## config.mk

```make
export PLATFORM = sky130hd
export DESIGN_NAME = sa_aw_channel
export DESIGN_NICKNAME = d
export VERILOG_FILES = /design/src/rtl/sa_aw_channel.sv
export SDC_FILE = /design/constraint.sdc
export NUM_CORES = 1
export LEC_CHECK = 0
export CAP_MARGIN = 25
export CORE_UTILIZATION = 31
export DETAILED_ROUTE_END_ITERATION = 6
export MAX_ROUTING_LAYER = met4
export PLACE_DENSITY = 0.78
export REMOVE_ABC_BUFFERS = 1
export SLEW_MARGIN = 20
export SYNTH_ARGS = -nofsm -noshare
export SYNTH_HDL_FRONTEND = slang
export SYNTH_SLANG_ARGS = --single-unit
```

## constraint.sdc

```tcl
create_clock -name ACLK_i -period 2.9 [get_ports ACLK_i]
set_input_delay 0.87 -clock ACLK_i [delete_from_list [all_inputs] [get_ports ACLK_i]]
set_output_delay 0.87 -clock ACLK_i [all_outputs]
set_load 0.02 [all_outputs]
```

## src/rtl/sa_aw_channel.sv

```systemverilog
// sa_aw_channel: per-slave AW round-robin arbiter with a registered AW output and WDATA order-FIFO push.
module sa_aw_channel #(
  parameter int MST_AMT          = 3,
  parameter int MST_ID_W         = $clog2(MST_AMT),
  parameter int TRANS_MST_ID_W   = 5,
  parameter int TRANS_SLV_ID_W   = MST_ID_W + TRANS_MST_ID_W,
  parameter int ADDR_WIDTH       = 32,
  parameter int TRANS_DATA_LEN_W = 3
) (
  input  logic                                  ACLK_i,
  input  logic                                  ARESET_i,
  input  logic [TRANS_MST_ID_W*MST_AMT-1:0]     dsp_AWID_i,
  input  logic [ADDR_WIDTH*MST_AMT-1:0]         dsp_AWADDR_i,
  input  logic [TRANS_DATA_LEN_W*MST_AMT-1:0]   dsp_AWLEN_i,
  input  logic [MST_AMT-1:0]                    dsp_AWVALID_i,
  input  logic [MST_AMT-1:0]                    dsp_slv_sel_i,
  output logic [MST_AMT-1:0]                    dsp_AWREADY_o,
  output logic [TRANS_SLV_ID_W-1:0]             s_AWID_o,
  output logic [ADDR_WIDTH-1:0]                 s_AWADDR_o,
  output logic [TRANS_DATA_LEN_W-1:0]           s_AWLEN_o,
  output logic                                  s_AWVALID_o,
  input  logic                                  s_AWREADY_i,
  output logic [MST_ID_W-1:0]                   AW_mst_id_o,
  output logic [TRANS_DATA_LEN_W-1:0]           AW_AxLEN_o,
  output logic                                  AW_fifo_order_wr_en_o,
  input  logic                                  AW_stall_i
);
  logic [MST_AMT-1:0]          w_req;
  logic [MST_ID_W-1:0]         w_grant;
  logic [TRANS_MST_ID_W-1:0]   w_id;
  logic [ADDR_WIDTH-1:0]       w_addr;
  logic [TRANS_DATA_LEN_W-1:0] w_len;
  logic                        w_load_en;
  logic [MST_ID_W-1:0]         r_rr_ptr;
  logic                        r_valid;
  logic [TRANS_SLV_ID_W-1:0]   r_id;
  logic [ADDR_WIDTH-1:0]       r_addr;
  logic [TRANS_DATA_LEN_W-1:0] r_len;
  assign w_req     = dsp_AWVALID_i & dsp_slv_sel_i;
  assign w_load_en = (~r_valid | s_AWREADY_i) & ~AW_stall_i & |w_req;
  // Lowest requester at or above the pointer wins; below-pointer requesters only when none above.
  always_comb begin
    w_grant = '0;
    for (int m = MST_AMT - 1; m >= 0; m--)
      if (w_req[m] && MST_ID_W'(m) < r_rr_ptr) w_grant = MST_ID_W'(m);
    for (int m = MST_AMT - 1; m >= 0; m--)
      if (w_req[m] && MST_ID_W'(m) >= r_rr_ptr) w_grant = MST_ID_W'(m);
  end
  always_comb begin
    w_id   = '0;
    w_addr = '0;
    w_len  = '0;
    for (int m = 0; m < MST_AMT; m++)
      if (w_grant == MST_ID_W'(m)) begin
        w_id   = dsp_AWID_i[m*TRANS_MST_ID_W +: TRANS_MST_ID_W];
        w_addr = dsp_AWADDR_i[m*ADDR_WIDTH +: ADDR_WIDTH];
        w_len  = dsp_AWLEN_i[m*TRANS_DATA_LEN_W +: TRANS_DATA_LEN_W];
      end
  end
  always_ff @(posedge ACLK_i) begin
    if (ARESET_i) begin
      r_valid  <= 1'b0;
      r_id     <= '0;
      r_addr   <= '0;
      r_len    <= '0;
      r_rr_ptr <= '0;
    end else if (w_load_en) begin
      r_valid  <= 1'b1;
      r_id     <= {w_grant, w_id};
      r_addr   <= w_addr;
      r_len    <= w_len;
      r_rr_ptr <= (w_grant == MST_ID_W'(MST_AMT - 1)) ? '0 : w_grant + 1'b1;
    end else if (s_AWREADY_i) begin
      r_valid  <= 1'b0;
    end
  end
  assign dsp_AWREADY_o         = w_load_en ? (MST_AMT'(1) << w_grant) : '0;
  assign AW_fifo_order_wr_en_o = w_load_en;
  assign AW_mst_id_o           = w_grant;
  assign AW_AxLEN_o            = w_len;
  assign s_AWVALID_o           = r_valid;
  assign s_AWID_o              = r_id;
  assign s_AWADDR_o            = r_addr;
  assign s_AWLEN_o             = r_len;
endmodule

```

==> report_table.html <==
<table>
<tr><th>Metric</th><th>Value</th></tr>
<tr><th colspan="2">Status</th></tr>
<tr><td>Result of the run</td><td>complete, but fails checks</td></tr>
<tr><td>Violated checks</td><td>setup timing</td></tr>
<tr><th colspan="2">Place</th></tr>
<tr><td>Post-Place Setup Slack</td><td>-0.855 ns</td></tr>
<tr><td>Final HPWL DP</td><td>around 6800 µm</td></tr>
<tr><td>Count of buffers from port buffering</td><td>181</td></tr>
<tr><td>Area of placed instances</td><td>0.00449 mm²</td></tr>
<tr><td>Placer congestion estimate</td><td>~0.93</td></tr>
<tr><th colspan="2">Die</th></tr>
<tr><td>Overall die width</td><td>89.8 µm</td></tr>
<tr><td>Initial standard-cell utilization of the core</td><td>32.5%</td></tr>
<tr><td>Core box area</td><td>0.00737 mm²</td></tr>
<tr><td>Std-Cell Rows</td><td>31</td></tr>
<tr><td>DIE AREA</td><td>0.00807 mm²</td></tr>
<tr><td>Die Y-Extent</td><td>89.8 µm</td></tr>
<tr><td>I/O pin count</td><td>182</td></tr>
<tr><th colspan="2">Synth</th></tr>
<tr><td>Cell types with the highest counts after synthesis</td><td>nand2_1, dfxtp_1, a21oi_1, o22ai_1, o31ai_1</td></tr>
<tr><td>Most common cell in the netlist</td><td>nand2_1</td></tr>
<tr><td>Post-synth EDFFs</td><td>0</td></tr>
<tr><td>Async SR Flop Fraction</td><td>0%</td></tr>
<tr><td>Number of standard cells after synthesis</td><td>300</td></tr>
<tr><td>Top area cells in the synthesized netlist</td><td>dfxtp_1, o31ai_1, a21oi_1</td></tr>
<tr><td>Synth Warn #</td><td>0</td></tr>
<tr><td>Area of the mapped netlist</td><td>0.00239 mm²</td></tr>
<tr><td>Per-instance average area after synthesis</td><td>7.97 µm²</td></tr>
<tr><td>Share of Yosys cell area claimed by the top area cell type</td><td>37.7%</td></tr>
<tr><td>Portion of the post-synthesis area used by sequential elements</td><td>37.7%</td></tr>
<tr><td>Top_reg_cell synth</td><td>dfxtp_1</td></tr>
<tr><td>Synthesized flop and latch total</td><td>45</td></tr>
<tr><td>Cell type with the highest aggregate area in the netlist</td><td>dfxtp_1</td></tr>
<tr><td>Synth unique cells</td><td>33</td></tr>
<tr><th colspan="2">Critical path</th></tr>
<tr><td>Critical Path RT</td><td>around 2.0 ns</td></tr>
<tr><td>Type of destination of the critical path</td><td>output port</td></tr>
<tr><td>FF-to-FF setup slack</td><td>0.97 ns</td></tr>
<tr><td>Worst path arrival time</td><td>~2 ns</td></tr>
<tr><td>Critical-path maximum fanout</td><td>4</td></tr>
<tr><td>Start-to-end type of the worst setup path</td><td>in -&gt; out</td></tr>
<tr><td>CP Launch Type</td><td>input pin</td></tr>
<tr><td>R2r worst-path depth</td><td>7</td></tr>
<tr><th colspan="2">GRT</th></tr>
<tr><td>Overall Global Routing Usage</td><td>22.5%</td></tr>
<tr><td>Wire length of the first global-routing pass</td><td>~14000 µm</td></tr>
<tr><td>Pin count of the biggest net entering global routing</td><td>40</td></tr>
<tr><td>Via count of the first global-routing pass</td><td>3030</td></tr>
<tr><td>Global-route congestion overflow total</td><td>0</td></tr>
<tr><td>Number of antenna violations at the first check in global routing</td><td>0</td></tr>
<tr><th colspan="2">Power and ir drop</th></tr>
<tr><td>Pwr dens</td><td>385 mW/mm²</td></tr>
<tr><td>Worst IR drop on VDD</td><td>0.211 mV</td></tr>
<tr><td>Lkg Pwr</td><td>1.89 nW</td></tr>
<tr><th colspan="2">CTS</th></tr>
<tr><td>Count of hold buffers inserted by post-cts repair</td><td>0</td></tr>
<tr><td>Clock input transition at the sequential cells of the worst setup and hold paths</td><td>0.08 ns</td></tr>
<tr><td>CTS H-Tree Depth</td><td>2</td></tr>
<tr><td>TritonCTS sink count</td><td>45</td></tr>
<tr><td>Clock tree from TritonCTS</td><td>yes</td></tr>
<tr><td>Root Driver</td><td>clkbuf_8</td></tr>
<tr><td>Clock latency on the worst-skew pair</td><td>0.29 ns</td></tr>
<tr><td>Buffer levels on the longest clock path</td><td>2</td></tr>
<tr><td>CTS Buf Count</td><td>5</td></tr>
<tr><th colspan="2">Min path</th></tr>
<tr><td>Worst hold path cell count</td><td>2</td></tr>
<tr><td>Worst hold-check path type</td><td>reg -&gt; reg</td></tr>
<tr><th colspan="2">Layout</th></tr>
<tr><td>Filler Cell Count</td><td>596</td></tr>
<tr><td>Post-layout nets</td><td>637</td></tr>
<tr><td>Ratio of cells with drive above 1 in the final layout</td><td>19.1%</td></tr>
<tr><td>Growth of design area from synthesis to finish</td><td>99.7%</td></tr>
<tr><td>Final Cell Area</td><td>between 0.004 and 0.005 mm²</td></tr>
<tr><td>Antenna Cells</td><td>0</td></tr>
<tr><th colspan="2">Route</th></tr>
<tr><td>Router iterations before antenna repair</td><td>6</td></tr>
<tr><td>Vias per cell</td><td>5.18</td></tr>
<tr><td>Detailed Route Iter0 Violations</td><td>74</td></tr>
<tr><td>Post-route DRC</td><td>0</td></tr>
<tr><td>Routed wirelength normalized by instance count</td><td>~15 µm</td></tr>
<tr><td>Detailed-route via count</td><td>3145</td></tr>
<tr><td>Antenna Violating Nets Remaining</td><td>0</td></tr>
<tr><td>Final wirelength</td><td>9250 µm</td></tr>
<tr><th colspan="2">STA</th></tr>
<tr><td>Post-route clock skew</td><td>a little over 0.005 ns</td></tr>
<tr><td>RSZ-0062 raised after global routing</td><td>yes</td></tr>
<tr><td>Total Negative Setup Slacks</td><td>-0.0234 ns</td></tr>
<tr><td>Least-Margin Pin Slew</td><td>around 0.43 ns</td></tr>
<tr><td>Maximum frequency from static timing analysis</td><td>0.343 GHz</td></tr>
<tr><td>Clock period minus worst slack</td><td>~2.9 ns</td></tr>
<tr><td>Worst slew slack as a fraction of its limit</td><td>71.3%</td></tr>
<tr><td>Pins over their slew limit</td><td>0</td></tr>
<tr><td>Final hold violation count</td><td>0</td></tr>
<tr><td>Portion of the clock cycle consumed by the worst path in the final layout</td><td>101%</td></tr>
<tr><td>Final setup violating endpoints</td><td>2</td></tr>
<tr><td>Final worst-path setup slack</td><td>-0.0165 ns</td></tr>
<tr><th colspan="2">Flow run</th></tr>
<tr><td>Max-capacitance violation count</td><td>0</td></tr>
</table>
## metal layers
| layer | GRT usage [%] | vias to the layer above | routed length, µm |
|---|---|---|---|
| met5 | - | - | 0 |
| met4 | 5.60 | 0 | 152 |
| met3 | 4.48 | 15 | 579 |
| met2 | 40.6 | 137 | 4770 |
| met1 | 25.4 | 1452 | 3750 |
| li1 | - | 1541 | - |
## repair_timing
item                                   4_1_cts  5_1_grt
setup endpoints to repair                    9        7
resized for setup                           89        9
gates cloned                                 0        0
endpoints found under the hold margin        0        0
pin swaps                                   14        9
buffers inserted                             9        2
## power by group
part	internal (mW)	switching [mW]
logic	0.373	0.281
clock network	0.281	0.212
registers	0.666	0.0256
total	1.32	0.519
## cells in the final DEF, fill, tap and decap left out, types with 2 or more instances in the layout
cell,instances
dlymetal6s2s_1,2
a21oi_2,2
inv_1,8
dfxtp_1,45
buf_2,7
clkdlybuf4s50_1,163
buf_4,42
nor2_1,8
o22ai_1,32
a21oi_1,40
buf_6,8
and2_4,2
nand3_1,8
o31ai_1,29
buf_12,3
clkbuf_8,6
o31ai_2,10
o21ai_0,12
nand2_1,46
a221oi_1,5
nand2_4,2
## flip-flops by register name, summed over array words and instances (netlist names)
name and cells:
s_AWADDR_o 32, r_rr_ptr 2, s_AWID_o 7, s_AWLEN_o 3, s_AWVALID_o 1
## worst max-delay path: stages
cell and delay [ns]:
buf_8 0.10, buf_6 0.11, a222oi_1 0.43, or3_4 0.24, buf_6 0.11, a21oi_2 0.03, buf_4 0.16
## worst paths after layout
check	startpoint	endpoint
setup / recovery	dsp_slv_sel_i[0]	dsp_AWREADY_o[2]
hold reg to reg	s_AWADDR_o[11]$_SDFFE_PP0P_	s_AWADDR_o[11]$_SDFFE_PP0P_
hold / removal	s_AWADDR_o[11]$_SDFFE_PP0P_	s_AWADDR_o[11]$_SDFFE_PP0P_
setup reg to reg	r_rr_ptr[1]$_SDFFE_PP0P_	s_AWADDR_o[15]$_SDFFE_PP0P_
## cell type report
class                      count  area, µm²  area share, %
clock buffer                   7       86.3           1.81
clock inverter                 1       30.0          0.628
inverter                      10       42.5          0.890
multi-input combinational    217       1400           29.4
sequential                    45        901           18.9
tap                           99        124           2.59
timing repair buffer         228       2190           45.9
## kinds of logic (layout without fill, tap and decap cells)
kind of cell / Yosys count / count (layout) / synth area share [%]
and+or+nand+nor: 75 / 75 / 14.2
AOI/OAI and AO/OA: 142 / 142 / 40.1
DFF: 45 / 45 / 37.7
buffers and inverters: 38 / 246 / 8.05
## metrics by stage
stage                     total power [mW]  utilization, %  hold WS, ns  std cells
after floorplan                      0.939               -        0.470        272
after global placement                1.32            60.9        0.432        588
after detailed placement              1.33            60.9        0.438        588
after CTS                             1.85            64.4        0.458        605
after global routing                  1.93            64.8        0.483        607
final                                 1.84            64.8        0.454        607
No activity file was read; power rests on OpenSTA's default activity.
